--- src/rtl/diag_matrix_builder.sv ---
// Builds a ROWS x COLS matrix from a stream of diagonal elements placed on diagonal k.
// The completed frame is held on a registered unpacked array until the consumer takes it.
module diag_matrix_builder #(
  parameter int unsigned BIT_WIDTH = 4,
  parameter int unsigned ROWS      = 8,
  parameter int unsigned COLS      = 8,
  parameter int unsigned OFF_W     = $clog2(ROWS + COLS) + 1
) (
  input  logic                        clk,
  input  logic                        rst,
  input  logic                        start,
  input  logic signed [OFF_W-1:0]     diag_offset,
  input  logic                        in_valid,
  output logic                        in_ready,
  input  logic        [BIT_WIDTH-1:0] in_data,
  output logic        [BIT_WIDTH-1:0] out [ROWS-1:0][COLS-1:0],
  output logic                        out_valid,
  input  logic                        out_ready
);

  localparam int unsigned IW = OFF_W + 1;
  localparam logic signed [IW-1:0] ROWS_S = IW'(ROWS);
  localparam logic signed [IW-1:0] COLS_S = IW'(COLS);

  typedef enum logic [1:0] {IDLE, COLLECT, DONE} state_e;

  state_e                state_q, state_d;
  logic                  in_ready_q, out_valid_q;
  logic [IW-1:0]         row_q, col_q, cnt_q, len_q;
  logic [BIT_WIDTH-1:0]  out_q [ROWS-1:0][COLS-1:0];

  logic signed [IW-1:0]  k_s, r0_s, c0_s, lim_a_s, lim_b_s, len_s;
  logic                  clear_c, beat_c, last_c;

  // Frame geometry for the offset presented alongside start
  always_comb begin
    k_s = IW'(diag_offset);
    if (k_s[IW-1]) begin
      r0_s    = -k_s;
      c0_s    = '0;
      lim_a_s = ROWS_S + k_s;
      lim_b_s = COLS_S;
    end else begin
      r0_s    = '0;
      c0_s    = k_s;
      lim_a_s = ROWS_S;
      lim_b_s = COLS_S - k_s;
    end
    len_s = (lim_a_s < lim_b_s) ? lim_a_s : lim_b_s;
    if (len_s[IW-1]) begin
      len_s = '0;
    end
  end

  // Next-state and datapath strobes
  always_comb begin
    state_d = state_q;
    clear_c = 1'b0;
    beat_c  = 1'b0;
    last_c  = (cnt_q == (len_q - IW'(1)));
    unique case (state_q)
      IDLE: begin
        if (start) begin
          clear_c = 1'b1;
          state_d = (len_s == '0) ? DONE : COLLECT;
        end
      end
      COLLECT: begin
        if (in_valid) begin
          beat_c = 1'b1;
          if (last_c) begin
            state_d = DONE;
          end
        end
      end
      DONE: begin
        if (out_ready) begin
          state_d = IDLE;
        end
      end
      default: state_d = IDLE;
    endcase
  end

  // Handshake flags are registered from the next state so they never see the peer's strobe
  always_ff @(posedge clk) begin
    if (rst) begin
      state_q     <= IDLE;
      in_ready_q  <= 1'b0;
      out_valid_q <= 1'b0;
    end else begin
      state_q     <= state_d;
      in_ready_q  <= (state_d == COLLECT);
      out_valid_q <= (state_d == DONE);
    end
  end

  always_ff @(posedge clk) begin
    if (rst) begin
      row_q <= '0;
      col_q <= '0;
      cnt_q <= '0;
      len_q <= '0;
    end else if (clear_c) begin
      row_q <= r0_s;
      col_q <= c0_s;
      cnt_q <= '0;
      len_q <= len_s;
    end else if (beat_c) begin
      row_q <= row_q + IW'(1);
      col_q <= col_q + IW'(1);
      cnt_q <= cnt_q + IW'(1);
    end
  end

  // Each cell loads only when the write pointer lands on it
  always_ff @(posedge clk) begin
    for (int unsigned i = 0; i < ROWS; i++) begin
      for (int unsigned j = 0; j < COLS; j++) begin
        if (rst || clear_c) begin
          out_q[i][j] <= '0;
        end else if (beat_c && (row_q == IW'(i)) && (col_q == IW'(j))) begin
          out_q[i][j] <= in_data;
        end
      end
    end
  end

  assign out       = out_q;
  assign in_ready  = in_ready_q;
  assign out_valid = out_valid_q;

endmodule

--- config.mk ---
export PLATFORM = sky130hd
export DESIGN_NAME = diag_matrix_builder
export DESIGN_NICKNAME = d
export VERILOG_FILES = /design/src/rtl/diag_matrix_builder.sv
export SDC_FILE = /design/constraint.sdc
export NUM_CORES = 1
export LEC_CHECK = 0
export BUFFER_PORTS_ARGS = -buffer_cell sky130_fd_sc_hd__buf_2
export CORE_MARGIN = 4
export CORE_UTILIZATION = 26
export DETAILED_ROUTE_END_ITERATION = 12
export PLACE_DENSITY = 0.49
export SLEW_MARGIN = 20
export SYNTH_ARGS = -nofsm -noshare
export SYNTH_HDL_FRONTEND = slang
export SYNTH_SLANG_ARGS = --single-unit
--- constraint.sdc ---
create_clock -name clk -period 2.8 [get_ports clk]
set_input_delay 0.42 -clock clk [delete_from_list [all_inputs] [get_ports clk]]
set_output_delay 0.42 -clock clk [all_outputs]
set_load 0.005 [all_outputs]
==> summary.txt <==
status: completed
CP max FO: 35
Clock Sinks: 283
post-detailed-route wirelength per cell: 17.5 um
Die ar.: 0.0477 mm^2
largest family of logic cells by synthesized area: simple AND/OR/NAND/NOR gates
post-synthesis compound-gate area fraction: 0.184
clock skew: 0.00912 ns
Mapped Nets: 1442
residual DRC count: 0
f_max: 0.475 GHz
WL final: 39.3 mm
Arr. time, crit path: 2.50 ns
TritonCTS clock tree: built
Die Wd: 218 um
maximum VDD drop: 0.356 mV
first-pass GRT wire length: 59.9 mm
Max H-tree Level: 2
Simple-Gate Fraction of Synth Area: 0.229
Seq/Total Area, Yosys: 0.492
number of distinct library cells after synthesis: 53
max_slew headroom: 0.559
HPWL Detailed: 25.8 mm
initial drt markers: 599
Synth-to-Final Area Change: 26.8%
share of layout cells above drive strength 1: 0.248
hold_sp: rst
Crit. End Element: register
RR Endpoint: out[194]
max-slew violations: 0
R2R setup slack: 0.70 ns
vias per cell: 4.78
Worst EP required: 3.20 ns
pwr/cell area: 647 mW/mm^2
EDFF count, synth: 0
ys async rst share: 0
# setup viols final: 0
mux share of post-synthesis cell area: 0.0156
layout net count: 1662
gr usage total: 0.158
deepest clock path buffer count: 3
Fin. Hold Viols: 0
cell row count: 76
Slew @ Worst Pin: 0.661 ns
commonest non-fill, non-tap cells in the layout: dfxtp_1 (283), nand2_1 (279), buf_2 (271)
period utilization: 0.751
Post-DP Area: 0.0134 mm^2
Syn Inst Count: 1417
Worst Reg-to-Reg Cells: 8
Leak: 5.60 nW
Yosys reg bits: 283
average size of a mapped cell: 8.13 um^2
Worst-Skew Late Latency: 0.52 ns
commonest non-fill, non-tap cell in the layout: dfxtp_1
yosys warns: 0
worst min path class: input pin to register
die height: 218 um
worst hold path depth: 2
First-pass DRT Iterations: 5
synthesized cell area: 0.0115 mm^2
core area: 0.0435 mm^2
largest net degree at the start of global routing: 80
Util after Layout: 0.336
GRT overflow: 0
Post-Synth Adder-Cell Area: 0.0120
Worst Hold End: len_q[0]
initial antenna violation count: 2
ys flop type: dfxtp_1
vias in the first global route: 10100
Post-Synth XOR/XNOR Area: 0.0137
cell area after layout: 0.0146 mm^2
WS Path Type: register to register
initial core utilization: 0.265
Reg clk slew, reported paths: 0.06 ns
remaining antenna violation count: 0
TritonCTS Buffers: 34
fin crit period: 2.10 ns
Crit. Startpoint: row_q[0]
Root Buffer: clkbuf_16
post-CTS resize count: 0
Max Cap Violations: 0
Via Count: 10700
Hold-fix buffers, CTS: 0
RSZ-0062 raised after global routing: no
Worst setup SP type: register
R2R Path Start: row_q[0]
global placer's final weighted congestion: 0.762
IO buf count: 271
Setup TNS: 0 ns
# IOs: 272
postcts setup bufs: 0
Antenna Cells: 0
-- layer usage --
| layer | share of wire | GRT usage | vias up |
|---|---|---|---|
| li1 | - | - | 5287 |
| met1 | 0.44 | 0.203 | 5074 |
| met2 | 0.46 | 0.255 | 300 |
| met3 | 0.082 | 0.0494 | 53 |
| met4 | 0.022 | 0.0466 | 4 |
| met5 | 0.00051 | 0 | - |
-- kinds of logic after synthesis --
family / count (synthesis)
mux: 18
fa+ha+maj: 11
simple gates: 535
compound gates: 410
xor+xnor: 18
buf+inv: 142
flops: 283
-- cell usage after synthesis, drive strengths merged, types with 2 or more instances --
master,instances,share of area
a311oi,2,0.0015
nand4,9,0.0065
and2,2,0.0011
nor2b,3,0.0016
a22oi,2,0.0013
a21oi,252,0.11
nand2,281,0.092
or3b,6,0.0048
nand4b,3,0.0036
a2111oi,2,0.0015
o21ai,134,0.058
mux2i,18,0.016
dfxtp,283,0.49
a211oi,5,0.0033
a31oi,5,0.0027
clkbuf,78,0.026
xor2,8,0.0061
buf,51,0.023
nor2,75,0.041
and3,8,0.0043
nand3,128,0.057
o2bb2ai,3,0.0023
inv,13,0.0042
nor3,10,0.0092
or3,2,0.0011
ha,11,0.012
xnor2,10,0.0076
-- worst max-delay path, cell delays in order (launching register included) --
cell	delay (ns)
dfxtp_1	0.35
inv_1	0.10
ha_1	0.22
or3b_1	0.40
nor3_4	0.16
buf_4	0.35
nand2_1	0.19
nand2_1	0.11
a21oi_1	0.06
-- flip-flops by register name (all words and copies together), names as in the netlist --
| register | cells |
|---|---|
| col_q | 6 |
| row_q | 6 |
| out | 256 |
| out_valid | 1 |
| in_ready | 1 |
| cnt_q | 6 |
| len_q | 5 |
| state_q | 2 |
-- report_power, final --
part	switching (mW)	internal [mW]	leakage, nW
registers	0.0432	4.06	2.28
clock network	1.74	2.88	0.576
logic	0.548	0.188	2.74
total	2.33	7.12	5.60
-- worst max path at each step --
stage / end
2_1_floorplan: out_valid
3_3_place_gp: out_valid
3_5_place_dp: state_q[1]
4_1_cts: out[134]
5_1_grt: out[195]
6_report: out[194]
-- per-stage QoR --
stage                     hold slack [ns]  power (mW)  setup slack (ns)  std cells
after floorplan                     0.442        4.66             0.755       1417
after global placement              0.439        4.93             0.666       2186
after detailed placement            0.443        4.94             0.649       2186
after CTS                           0.218        9.61             0.675       2244
after global routing                0.241        9.83             0.457       2244
final                               0.255        9.45             0.697       2244
-- layout make-up --
cell class,count,area (um^2)
Clock inverter,6,105
Timing Repair Buffer,313,1750
Clock buffer,52,1060
Inverter,13,48.8
Tap cell,585,732
Fill cell,4618,28800
Multi-Input combinational cell,992,5250
Sequential cell,283,5670
Note: power is estimated with default switching activity, not from simulation.
